==> config.mk <==
export PLATFORM = sky130hd
export DESIGN_NAME = blood_sprite_animator
export DESIGN_NICKNAME = d
export VERILOG_FILES = /design/src/rtl/blood_sprite_animator.sv
export SDC_FILE = /design/constraint.sdc
export NUM_CORES = 1
export LEC_CHECK = 0
export BUFFER_PORTS_ARGS = -buffer_cell sky130_fd_sc_hd__buf_2
export CAP_MARGIN = 20
export CORE_UTILIZATION = 40
export DETAILED_ROUTE_END_ITERATION = 8
export PLACE_DENSITY = 0.68
export RECOVER_POWER = 25
export SKIP_CTS_REPAIR_TIMING = 1
export SLEW_MARGIN = 20
export SYNTH_ARGS = -nofsm -noshare
export SYNTH_HDL_FRONTEND = slang
export SYNTH_SLANG_ARGS = --single-unit
==> constraint.sdc <==
create_clock -name clk -period 5.45 [get_ports clk]
set_clock_uncertainty 0.1 [all_clocks]
set_input_delay 0.2725 -clock clk [delete_from_list [all_inputs] [get_ports clk]]
set_output_delay 0.2725 -clock clk [all_outputs]
set_load 0.05 [all_outputs]
==> src/rtl/blood_sprite_animator.sv <==
`default_nettype none
// ============================================================================
// Module   : blood_sprite_animator
// Brief    : Plays a keyed blood-splatter animation from a 64x64 frame ROM bank.
// Revision : 1.0 - initial release
// ============================================================================
module blood_sprite_animator #(
    parameter int          SPRITE_DIM  = 64,
    parameter int          FRAME_COUNT = 4,
    parameter int          FRAME_TICKS = 6,
    parameter logic [11:0] KEY_COLOR   = 12'h000,
    localparam int         ADDR_W      = $clog2(SPRITE_DIM),
    localparam int         SEL_W       = (FRAME_COUNT > 1) ? $clog2(FRAME_COUNT) : 1,
    localparam int         TICK_W      = (FRAME_TICKS > 1) ? $clog2(FRAME_TICKS) : 1
) (
    input  logic              clk,
    input  logic              reset_n,
    input  logic              video_on,
    input  logic [9:0]        x,
    input  logic [9:0]        y,
    input  logic              frame_tick,
    input  logic              hit,
    input  logic [9:0]        hit_x,
    input  logic [9:0]        hit_y,
    output logic [ADDR_W-1:0] rom_row,
    output logic [ADDR_W-1:0] rom_col,
    output logic [SEL_W-1:0]  rom_frame_sel,
    input  logic [11:0]       rom_color,
    output logic              busy,
    output logic              pix_valid,
    output logic [11:0]       pix_color
);

    typedef enum logic [1:0] {
        S_IDLE  = 2'd0,
        S_ARMED = 2'd1,
        S_PLAY  = 2'd2
    } state_t;

    localparam logic [9:0]        c_half_dim   = 10'(SPRITE_DIM / 2);
    localparam logic [10:0]       c_dim        = 11'(SPRITE_DIM);
    localparam logic [TICK_W-1:0] c_last_tick  = TICK_W'(FRAME_TICKS - 1);
    localparam logic [SEL_W-1:0]  c_last_frame = SEL_W'(FRAME_COUNT - 1);

    state_t             r_state, w_state_next;
    logic [9:0]         r_pos_x, r_pos_y, w_pos_x_next, w_pos_y_next;
    logic [TICK_W-1:0]  r_tick_cnt, w_tick_next;
    logic [SEL_W-1:0]   r_frame_idx, w_frame_next;
    logic               r_in_box_d;
    logic [10:0]        w_dx, w_dy;
    logic               w_in_box;
    logic               w_pix_valid_next;

    always_ff @(posedge clk or negedge reset_n) begin
        if (!reset_n) begin
            r_state     <= S_IDLE;
            r_pos_x     <= '0;
            r_pos_y     <= '0;
            r_tick_cnt  <= '0;
            r_frame_idx <= '0;
        end else begin
            r_state     <= w_state_next;
            r_pos_x     <= w_pos_x_next;
            r_pos_y     <= w_pos_y_next;
            r_tick_cnt  <= w_tick_next;
            r_frame_idx <= w_frame_next;
        end
    end

    // A hit always wins, including over the tick that would end the effect.
    always_comb begin
        w_state_next = r_state;
        w_pos_x_next = r_pos_x;
        w_pos_y_next = r_pos_y;
        w_tick_next  = r_tick_cnt;
        w_frame_next = r_frame_idx;
        if (hit) begin
            w_state_next = S_ARMED;
            w_pos_x_next = (hit_x >= c_half_dim) ? (hit_x - c_half_dim) : '0;
            w_pos_y_next = (hit_y >= c_half_dim) ? (hit_y - c_half_dim) : '0;
        end else if (frame_tick) begin
            case (r_state)
                S_ARMED: begin
                    w_state_next = S_PLAY;
                    w_tick_next  = '0;
                    w_frame_next = '0;
                end
                S_PLAY: begin
                    if (r_tick_cnt == c_last_tick) begin
                        w_tick_next = '0;
                        if (r_frame_idx == c_last_frame) begin
                            w_state_next = S_IDLE;
                            w_frame_next = '0;
                        end else begin
                            w_frame_next = r_frame_idx + 1'b1;
                        end
                    end else begin
                        w_tick_next = r_tick_cnt + 1'b1;
                    end
                end
                S_IDLE:  ;
                default: w_state_next = S_IDLE;
            endcase
        end
    end

    // 11-bit offsets so a sprite near the right/bottom edge clips instead of wrapping.
    always_comb begin
        w_dx     = {1'b0, x} - {1'b0, r_pos_x};
        w_dy     = {1'b0, y} - {1'b0, r_pos_y};
        w_in_box = video_on && (r_state == S_PLAY) &&
                   (x >= r_pos_x) && (y >= r_pos_y) &&
                   (w_dx < c_dim) && (w_dy < c_dim);
        w_pix_valid_next = r_in_box_d && (rom_color != KEY_COLOR);
    end

    assign rom_col       = w_dx[ADDR_W-1:0];
    assign rom_row       = w_dy[ADDR_W-1:0];
    assign rom_frame_sel = r_frame_idx;
    assign busy          = (r_state != S_IDLE);

    always_ff @(posedge clk or negedge reset_n) begin
        if (!reset_n) begin
            r_in_box_d <= 1'b0;
            pix_valid  <= 1'b0;
            pix_color  <= '0;
        end else begin
            r_in_box_d <= w_in_box;
            pix_valid  <= w_pix_valid_next;
            pix_color  <= w_pix_valid_next ? rom_color : 12'h000;
        end
    end

endmodule
`default_nettype wire

==> summary.txt, run 1 <==
Run status
  • Status: complete, but fails checks
  • Failing checks: max-capacitance violations, max-slew violations

STA
  • RSZ-0062 raised after global routing: false
  • Worst setup margin: 2.738 ns
  • Tmin final: 2.712 ns
  • Max Clk Rate: 368.7 MHz
  • Worst rel slew slack: -44.07%
  • Setup TNS: 0 ns
  • Max Slew Vio Count: 42
  • Setup Viol. Count Final: 0
  • Period utilization: 49.77%
  • Least-Margin Pin Slew: 2.161 ns
  • Final hold vios: 0

Synthesis
  • Post-Synth Simple-Gate Area: 15.18%
  • Synth Area in Adders: 13.94%
  • Synth Area in Compound Gates: 19.28%
  • Cell area after synthesis: 0.002621 sq mm
  • Largest family of logic cells by synthesized area: compound AO/OA/AOI/OAI gates
  • Fraction of synthesized cell area in xor and xnor cells: 3.675%
  • Sequential area share after synthesis: 39.14%
  • Synth area leaders: dfrtp_1 39%, ha_1 12%, inv_1 6.2%
  • #FFs+latches synth: 41
  • Netlist cell types: 45
  • Post-synthesis mux area share: 1.909%
  • Yosys warning count: 0
  • Mean Syn Cell Area: 9.133 sq um
  • Synth Net Count: 372
  • Synth top area share: 39.14%
  • Post-Syn Instances: 287
  • Largest area contributor in the netlist: dfrtp_1

Layout
  • Sequential Area: 0.001026 sq mm
  • Commonest non-fill, non-tap cell in the layout: buf_2
  • Util after Layout: 50.92%
  • Multi-input logic area: 0.001415 sq mm
  • # fillers: 611
  • Most frequent cells in the layout: 83 x buf_2, 43 x inv_1, 41 x dfrtp_1
  • # nets final: 458
  • # diodes: 0
  • Share of cells above drive strength 1: 25.67%
  • Synth-to-layout area growth: 23.34%

GRT
  • Largest net degree at the start of global routing: 42
  • GRT Util Overall: 16.78%
  • Vias in the first global route: 2159
  • Initial antenna violation count: 0
  • GRT overflow: 0
  • First-pass GRT wire length: 9328 microns

Floorplan
  • Chip width: 82.95 microns
  • I/O pin total: 85
  • Core area: 0.006350 sq mm
  • Initial Util: 41.28%
  • Row Count: 29
  • DIE AREA: 0.006881 sq mm
  • DIE HEIGHT: 82.95 microns

Place
  • Placer Congestion: 0.8323
  • HPWL after DPL: 4371 microns
  • Input/output buffers: 84
  • Worst slack at placement: 3.065 ns

Clock tree
  • Reg clk slew, reported paths: 0.08 ns
  • Clock Latency Late Sink: 0.29 ns
  • Clock Tree Root: clkbuf_8
  • CTS tree: built
  • Max clock buf depth: 2
  • Clk sinks: 41
  • Total CTS buffers: 5
  • CTS H-tree lvls: 2

Power and ir drop
  • Leak Pwr: 1.685 nW
  • Switching share of total power: 36.81%
  • Sequential share of power: 36.3%
  • Total power: 0.9104 mW
  • NetSw: 0.3351 mW
  • Combinational share of power: 36.4%
  • Peak VDD IR: 0.1596 mV
  • Clock Power Share: 27.3%
  • Internal power: 0.5753 mW
  • PwrDens: 281.6 mW/mm^2

Critical path
  • WP data required: 5.08 ns
  • Critical Path AT: 2.34 ns
  • Crit path max fanout: 3
  • Crit Path Category: reg2out
  • Critical Path End Type: primary output
  • Kind of start point of the critical path: flip-flop

Min path
  • Type of the worst min-delay path: in2reg

Routing
  • Via Count: 2252
  • ANT nets after route: 0
  • DR iter-0 viols: 67
  • Initial DRT Pass Iterations: 4
  • DRC viols: 0
  • Routed vias/inst: 4.993
  • Total wire length: 5546 microns
  • WL/cell: 12.30 microns

Flow run
  • Max-cap violations: 1
-- worst paths after layout --
kind	from	to	slack (ns)	depth (start not counted)
max in group asynchronous	reset_n	r_pos_y[7]$_DFFE_PN0P_	3.52	1
min reg2reg	r_tick_cnt[2]$_DFFE_PN0P_	r_tick_cnt[2]$_DFFE_PN0P_	0.40	1
min	hit_y[5]	r_pos_y[5]$_DFFE_PN0P_	0.07	2
max	r_pos_y[1]$_DFFE_PN0P_	rom_row[5]	2.74	9
min in group asynchronous	reset_n	r_tick_cnt[0]$_DFFE_PN0P_	0.50	1
max reg2reg	r_pos_x[4]$_DFFE_PN0P_	r_in_box_d$_DFF_PN0_	3.12	8
-- metrics by stage --
stage	cell area (sq um)	hold WS [ns]	cells
floorplan	2621	-0.1231	287
global placement	3119	0.3536	443
detailed placement	3119	0.3664	443
CTS	3234	0.03124	451
global route	3233	0.06564	451
finish	3233	0.06861	451
-- cell families (layout without fill, tap and decap cells) --
family | after synthesis | after routing
buffers and inverters | 48 | 135
adder cells (fa/ha/maj) | 28 | 28
AO/OA/AOI/OAI | 77 | 77
multiplexers | 5 | 5
flip-flops | 41 | 41
AND/OR/NAND/NOR | 77 | 77
XOR/XNOR | 11 | 11
-- worst max-delay path, stage by stage, from the launching register on --
cell	delay (ns)
dfrtp_1	0.40
inv_1	0.08
ha_1	0.22
nor2b_1	0.12
o21ai_0	0.24
a21boi_0	0.22
o21a_1	0.21
nor2_1	0.12
xnor2_1	0.14
buf_2	0.29
-- cells in the mapped netlist (all sizes together) --
master   instances
o31a             3
clkbuf           4
fa               2
and2            12
nor3b            3
buf              1
a31oi            1
a22oi            1
o211ai           2
and3             1
a21boi           4
a211oi           2
dfrtp           41
mux2i            5
nor2b            3
o221ai           1
o31ai            3
a21oi           15
o2111ai          1
nand2b           2
nor4             5
nor2            15
nand3b           3
o22ai            8
ha              26
nand3            3
nand4b           1
xnor2            6
a2111oi          1
inv             43
o21a             5
o21ai           23
o32ai            1
o21bai           1
a21o             5
nor3             3
nand2           23
xor2             5
or3              2
or4b             1
-- power by group through the flow --
stage	Sequential [mW]	Clock [mW]	Combinational (mW)
after detailed placement	0.337	0	0.332
final	0.331	0.248	0.331
after CTS	0.331	0.260	0.334
after floorplan	0.338	0	0.247
after global routing	0.333	0.271	0.364
after global placement	0.336	0	0.328
-- final cells by class --
| class | instances | area share (%) |
|---|---|---|
| clock buffers | 5 | 2.128 |
| repair buffers | 84 | 12.96 |
| well taps | 77 | 2.980 |
| inverters | 43 | 4.992 |
| flip-flops and latches | 41 | 31.73 |
| clock inverters | 3 | 1.432 |
| multi-input cells | 198 | 43.77 |
-- routing by layer --
layer	wire length (microns)	GRT usage, %	share of wire, %
met2	2638	28.54	48
met4	80	6.270	1.4
met5	0	0	0
met3	284	4.274	5.1
met1	2543	20.44	46
-- sequential cells by signal, summed over array words and instances, names as in the netlist --
register / cells
r_state: 2
r_pos_y: 10
pix_color: 12
pix_valid: 1
rom_frame_sel: 2
r_in_box_d: 1
r_pos_x: 10
r_tick_cnt: 3
Note: power is estimated with default switching activity, not from simulation.
==> run 2, diff against run 1 <==
--- a/config.mk
+++ b/config.mk
@@ -9,7 +9,7 @@
 export CAP_MARGIN = 20
 export CORE_UTILIZATION = 40
 export DETAILED_ROUTE_END_ITERATION = 8
-export PLACE_DENSITY = 0.68
+export PLACE_DENSITY = 0.71
 export RECOVER_POWER = 25
 export SKIP_CTS_REPAIR_TIMING = 1
 export SLEW_MARGIN = 20
==> constraint.sdc (replaced) <==
create_clock -name clk -period 2.32 [get_ports clk]
set_clock_uncertainty 0.1 [all_clocks]
set_input_delay 0.116 -clock clk [delete_from_list [all_inputs] [get_ports clk]]
set_output_delay 0.116 -clock clk [all_outputs]
set_load 0.05 [all_outputs]
==> summary.txt, run 2 (synthesized netlist as in run 1, its figures left out) <==
Layout
  • Commonest non-fill, non-tap cell in the layout: buf_2
  • Synth-to-layout area growth: 37.04%
  • Share of cells above drive strength 1: 25.25% (-0.42 points)
  • Biggest register: pix_color
  • # nets final: 488 (+6.6%)
  • # fillers: 582 (-4.7%)
  • Max FFs per register: 12 (unchanged)
  • Most frequent cells in the layout: 67 x buf_2, 42 x inv_1, 41 x dfrtp_1
  • Largest regs: pix_color x12, r_pos_x x10, r_pos_y x10
  • # diodes: 0 (unchanged)

Critical path
  • Critical Path AT: 2.04 ns (-0.30 ns)
  • Crit path max fanout: 3 (unchanged)
  • Crit Path Category: reg2out
  • Kind of start point of the critical path: flip-flop
  • Critical Path End Type: primary output
  • WP data required: 2.10 ns (-2.98 ns)

Run status
  • Status: finished, final reports clean

GRT
  • Initial antenna violation count: 0 (unchanged)
  • GRT Util Overall: 17.57% (+0.79 points)
  • Vias in the first global route: 2259 (+4.6%)
  • GRT overflow: 0 (unchanged)
  • Largest net degree at the start of global routing: 42 (unchanged)
  • First-pass GRT wire length: 9825 microns (+5.3%)

STA
  • Least-Margin Pin Slew: 0.9157 ns (-1.245 ns)
  • Worst rel slew slack: 38.95% (+83 points)
  • Final hold vios: 0 (unchanged)
  • Worst setup margin: 0.06005 ns (-2.678 ns)
  • RSZ-0062 raised after global routing: true
  • Period utilization: 97.41%
  • Hold WS: 0.03526 ns (-0.03335 ns)
  • Setup TNS: 0 ns (unchanged)
  • Max Slew Vio Count: 0 (-100%)
  • Tmin final: 2.260 ns
  • Setup Viol. Count Final: 0 (unchanged)
  • Max Clk Rate: 442.5 MHz

Routing
  • Met2 WL post-DR: 3287 microns (+25%)
  • DR iter-0 viols: 118 (+76%)
  • Routed metal-1 wirelength: 2780 microns (+9.3%)
  • Routed vias/inst: 5.008 (+0.30%)
  • DR WL met3: 259 microns (-8.8%)
  • Total wire length: 6422 microns (+16%)
  • Via Count: 2409 (+7.0%)
  • WL/cell: 13.35 microns (+8.6%)
  • DRC viols: 0 (unchanged)
  • Initial DRT Pass Iterations: 4 (unchanged)
  • ANT nets after route: 0 (unchanged)
  • Max Used Layer: met4

Floorplan
  • Row Count: 29 (unchanged)
  • Core area: 0.006350 sq mm (unchanged)
  • I/O pin total: 85 (unchanged)
  • Chip width: 82.95 microns (unchanged)
  • Initial Util: 41.28% (unchanged)
  • DIE AREA: 0.006881 sq mm (unchanged)
  • DIE HEIGHT: 82.95 microns (unchanged)

Flow run
  • Max-cap violations: 0 (-1)

Power and ir drop
  • PwrDens: 631.6 mW/mm^2 (+120%)
  • Leak Pwr: 1.754 nW (+4.1%)
  • Peak VDD IR: 0.4982 mV (+210%)

Clock tree
  • Clk sinks: 41 (unchanged)
  • Clock Latency Late Sink: 0.29 ns (about the same)
  • CTS H-tree lvls: 2 (unchanged)
  • Reg clk slew, reported paths: 0.08 ns (about the same)
  • Clock Tree Root: clkbuf_8
  • CTS tree: built
  • Total CTS buffers: 5 (unchanged)
  • Max clock buf depth: 2 (unchanged)

Place
  • HPWL after DPL: 4561 microns (+4.3%)
  • Worst slack at placement: -0.01544 ns (-3.080 ns)
  • Placer Congestion: 0.8981 (+7.9%)
  • Input/output buffers: 84 (unchanged)

Min path
  • Type of the worst min-delay path: in2reg
run 2: per-layer routing:
layer / vias up / global-route usage (%)
li1: 1211 / -
met1: 1130 / 21.12
met2: 59 / 30.48
met3: 9 / 4.175
met4: 0 / 6.426
met5: - / 0
run 2: worst max-delay path, stage by stage, from the launching register on:
cell and delay, ns:
dfrtp_1 0.36, inv_1 0.12, ha_1 0.25, nand3b_1 0.15, nand2_1 0.10, a21o_1 0.21, a21oi_2 0.17, xnor2_1 0.15
buf_4 0.23
run 2: cell type report:
class                   count  area (sq um)  share of cell area [%]
well taps                  77         96.34                   2.682
inverters                  43         161.4                   4.493
repair buffers            114         698.2                   19.44
clock inverters             2         37.54                   1.045
multi-input cells         198          1490                   41.48
clock buffers               6         82.58                   2.299
flip-flops and latches     41          1026                   28.56
run 2: metrics by stage:
| step | power [mW] | cells | area (sq um) | util (%) |
|---|---|---|---|---|
| 6_report | 2.269 | 481 | 3592 | 56.57 |
| 3_5_place_dp | 1.581 | 445 | 3134 | 49.36 |
| 3_3_place_gp | 1.564 | 445 | 3134 | 49.36 |
| 2_1_floorplan | 1.374 | 287 | 2621 | - |
| 5_1_grt | 2.393 | 481 | 3592 | 56.57 |
| 4_1_cts | 2.198 | 453 | 3254 | 51.25 |
run 2: worst paths after layout:
check                                               start                        end  slack, ns  cells after the start
worst min register to register  r_tick_cnt[2]$_DFFE_PN0P_  r_tick_cnt[2]$_DFFE_PN0P_       0.39                      1
min in group asynchronous                         reset_n  r_tick_cnt[1]$_DFFE_PN0P_       0.39                      2
worst min-delay path                             hit_x[7]     r_pos_x[7]$_DFFE_PN0P_       0.04                      3
worst max register to register     r_pos_x[0]$_DFFE_PN0P_       r_in_box_d$_DFF_PN0_       0.06                      8
max in group asynchronous                         reset_n     r_pos_y[8]$_DFFE_PN0P_       1.16                      2
worst max-delay path               r_pos_x[1]$_DFFE_PN0P_                 rom_col[5]       0.06                      8
run 2: power breakdown:
group	leakage, nW	switching [mW]	total (mW)	internal, mW
registers	0.531	0.0189	0.778	0.759
logic	1.17	0.540	0.881	0.341
clock network	0.0574	0.260	0.610	0.350
==> run 3, diff against run 2 <==
--- a/config.mk
+++ b/config.mk
@@ -8,6 +8,7 @@
 export BUFFER_PORTS_ARGS = -buffer_cell sky130_fd_sc_hd__buf_2
 export CAP_MARGIN = 20
 export CORE_UTILIZATION = 40
+export CTS_BUF_LIST = sky130_fd_sc_hd__clkbuf_16
 export DETAILED_ROUTE_END_ITERATION = 8
 export PLACE_DENSITY = 0.71
 export RECOVER_POWER = 25
==> summary.txt, run 3 (synthesized netlist as in run 1, its figures left out) <==
Run status
  • Status: complete, but fails checks
  • Failing checks: negative hold slack

Floorplan
  • DIE HEIGHT: 82.95 microns (unchanged)
  • DIE AREA: 0.006881 sq mm (unchanged)
  • Initial Util: 41.28% (unchanged)
  • Chip width: 82.95 microns (unchanged)
  • Core area: 0.006350 sq mm (unchanged)
  • I/O pin total: 85 (unchanged)
  • Row Count: 29 (unchanged)

GRT
  • Largest net degree at the start of global routing: 42 (unchanged)
  • Initial antenna violation count: 0 (unchanged)
  • GRT overflow: 0 (unchanged)
  • Vias in the first global route: 2253 (-0.27%)
  • First-pass GRT wire length: 9901 microns (+0.77%)
  • GRT Util Overall: 17.75% (+0.18 points)

Clock tree
  • Clock Latency Late Sink: 0.28 ns (about the same)
  • Clk sinks: 41 (unchanged)
  • CTS H-tree lvls: 2 (unchanged)
  • Max clock buf depth: 2 (unchanged)
  • CTS tree: built
  • Clock Tree Root: clkbuf_16
  • Reg clk slew, reported paths: 0.06 ns (-0.02 ns)
  • Total CTS buffers: 5 (unchanged)

Routing
  • Max Used Layer: met4
  • Met2 WL post-DR: 3244 microns (-1.3%)
  • Via Count: 2373 (-1.5%)
  • WL/cell: 13.34 microns (about the same)
  • Routed metal-1 wirelength: 2764 microns (-0.58%)
  • Initial DRT Pass Iterations: 4 (unchanged)
  • Routed vias/inst: 4.964 (-0.88%)
  • DRC viols: 0 (unchanged)
  • ANT nets after route: 0 (unchanged)
  • DR WL met3: 236 microns (-8.9%)
  • DR iter-0 viols: 133 (+13%)
  • Total wire length: 6377 microns (-0.70%)

Power and ir drop
  • Peak VDD IR: 0.5076 mV (+1.9%)
  • Leak Pwr: 1.764 nW (+0.57%)
  • Total power: 2.440 mW (+7.5%)
  • PwrDens: 673.8 mW/mm^2 (+6.7%)

Critical path
  • Worst reg2reg setup slack: 0.02 ns (-0.04 ns)
  • Reg-to-Reg End: r_in_box_d$_DFF_PN0_
  • WP data required: 2.39 ns (+0.29 ns)
  • Kind of start point of the critical path: flip-flop
  • Crit path max fanout: 2 (-1)
  • Worst r2r src: r_pos_x[0]$_DFFE_PN0P_
  • Critical Path End Type: flip-flop
  • Crit Path Category: reg2reg
  • FF-to-FF path depth: 8 (unchanged)
  • Critical Path AT: 2.37 ns (+0.33 ns)

Place
  • Placer Congestion: 0.8981 (unchanged)
  • Input/output buffers: 84 (unchanged)
  • Area after DPL: 0.003134 sq mm (unchanged)
  • Worst slack at placement: -0.01544 ns (unchanged)
  • HPWL after DPL: 4561 microns (unchanged)

STA
  • Hold WS: -0.04640 ns (-0.08166 ns)
  • Worst rel slew slack: 39.12% (+0.17 points)
  • Setup TNS: 0 ns (unchanged)
  • RSZ-0062 raised after global routing: true
  • Worst setup margin: 0.01902 ns (-0.04103 ns)
  • Max Clk Rate: 434.6 MHz (-1.8%)
  • Least-Margin Pin Slew: 0.9132 ns (-0.002569 ns)
  • Period utilization: 99.18% (+1.8 points)
  • Setup Viol. Count Final: 0 (unchanged)
  • Max Slew Vio Count: 0 (unchanged)
  • Final hold vios: 1 (+1)
  • Tmin final: 2.301 ns (+0.04103 ns)

Flow run
  • Max-cap violations: 0 (unchanged)

Layout
  • Util after Layout: 57.02% (+0.45 points)
  • # diodes: 0 (unchanged)
  • Max FFs per register: 12 (unchanged)
  • Cell area after layout: 0.003621 sq mm (+0.80%)
  • Biggest register: pix_color
  • # nets final: 485 (-0.61%)
  • Largest regs: pix_color x12, r_pos_x x10, r_pos_y x10
  • # fillers: 574 (-1.4%)
  • Synth-to-layout area growth: 38.14%
  • Share of cells above drive strength 1: 24.44% (-0.81 points)
  • Most frequent cells in the layout: 67 x buf_2, 42 x inv_1, 41 x dfrtp_1
  • Commonest non-fill, non-tap cell in the layout: buf_2

Min path
  • Type of the worst min-delay path: in2reg
  • Hold_sp: hit_x[2]
  • Hold endpoint: r_pos_x[2]$_DFFE_PN0P_
  • Hold path cells: 3 (unchanged)
[run 3: power by group]
group,internal (mW),leakage [nW],switching (mW),total [mW]
sequential,0.760,0.531,0.0198,0.780
clock,0.504,0.0775,0.283,0.787
combinational,0.333,1.16,0.540,0.873
[run 3: worst max-delay path by stage]
stage                           endpoint  cells past startpoint  slack, ns              startpoint
floorplan                     rom_row[5]                      8     0.0002  r_pos_y[1]$_DFFE_PN0P_
global placement    r_in_box_d$_DFF_PN0_                      8       0.06  r_pos_x[4]$_DFFE_PN0P_
detailed placement  r_in_box_d$_DFF_PN0_                      8      -0.02  r_pos_x[4]$_DFFE_PN0P_
CTS                           rom_row[5]                      9      -0.16  r_pos_y[1]$_DFFE_PN0P_
global route                  rom_row[5]                      9       -0.1  r_pos_y[1]$_DFFE_PN0P_
finish              r_in_box_d$_DFF_PN0_                      8       0.02  r_pos_x[0]$_DFFE_PN0P_
[run 3: area by class of cell]
type | instances | area (sq um) | area share, %
Multi-Input combinational cell | 198 | 1498 | 41.36
Sequential cell | 41 | 1026 | 28.33
Timing Repair Buffer | 111 | 673.1 | 18.59
Inverter | 43 | 161.4 | 4.458
Clock buffer | 5 | 125.1 | 3.455
Tap cell | 77 | 96.34 | 2.661
Clock inverter | 3 | 41.29 | 1.140
[run 3: worst max-delay path, cell delays in order, from the launching register on]
cell and delay [ns]:
dfrtp_1 0.36, ha_2 0.20, inv_2 0.04, fa_2 0.35
a21o_1 0.22, a21oi_2 0.15, mux2i_1 0.25, o2111ai_1 0.17
a2111oi_2 0.35
[run 3: layer usage]
layer	vias up	global-route usage (%)
met2	52	30.63
met5	-	0
met1	1103	21.28
li1	1208	-
met3	10	4.274
met4	0	6.897
[run 3: stage by stage]
stage | hold WS [ns] | cells
2_1_floorplan | -0.2796 | 287
3_3_place_gp | 0.2093 | 445
3_5_place_dp | 0.2124 | 445
4_1_cts | -0.08724 | 453
5_1_grt | 0.0004395 | 478
6_report | -0.04640 | 478
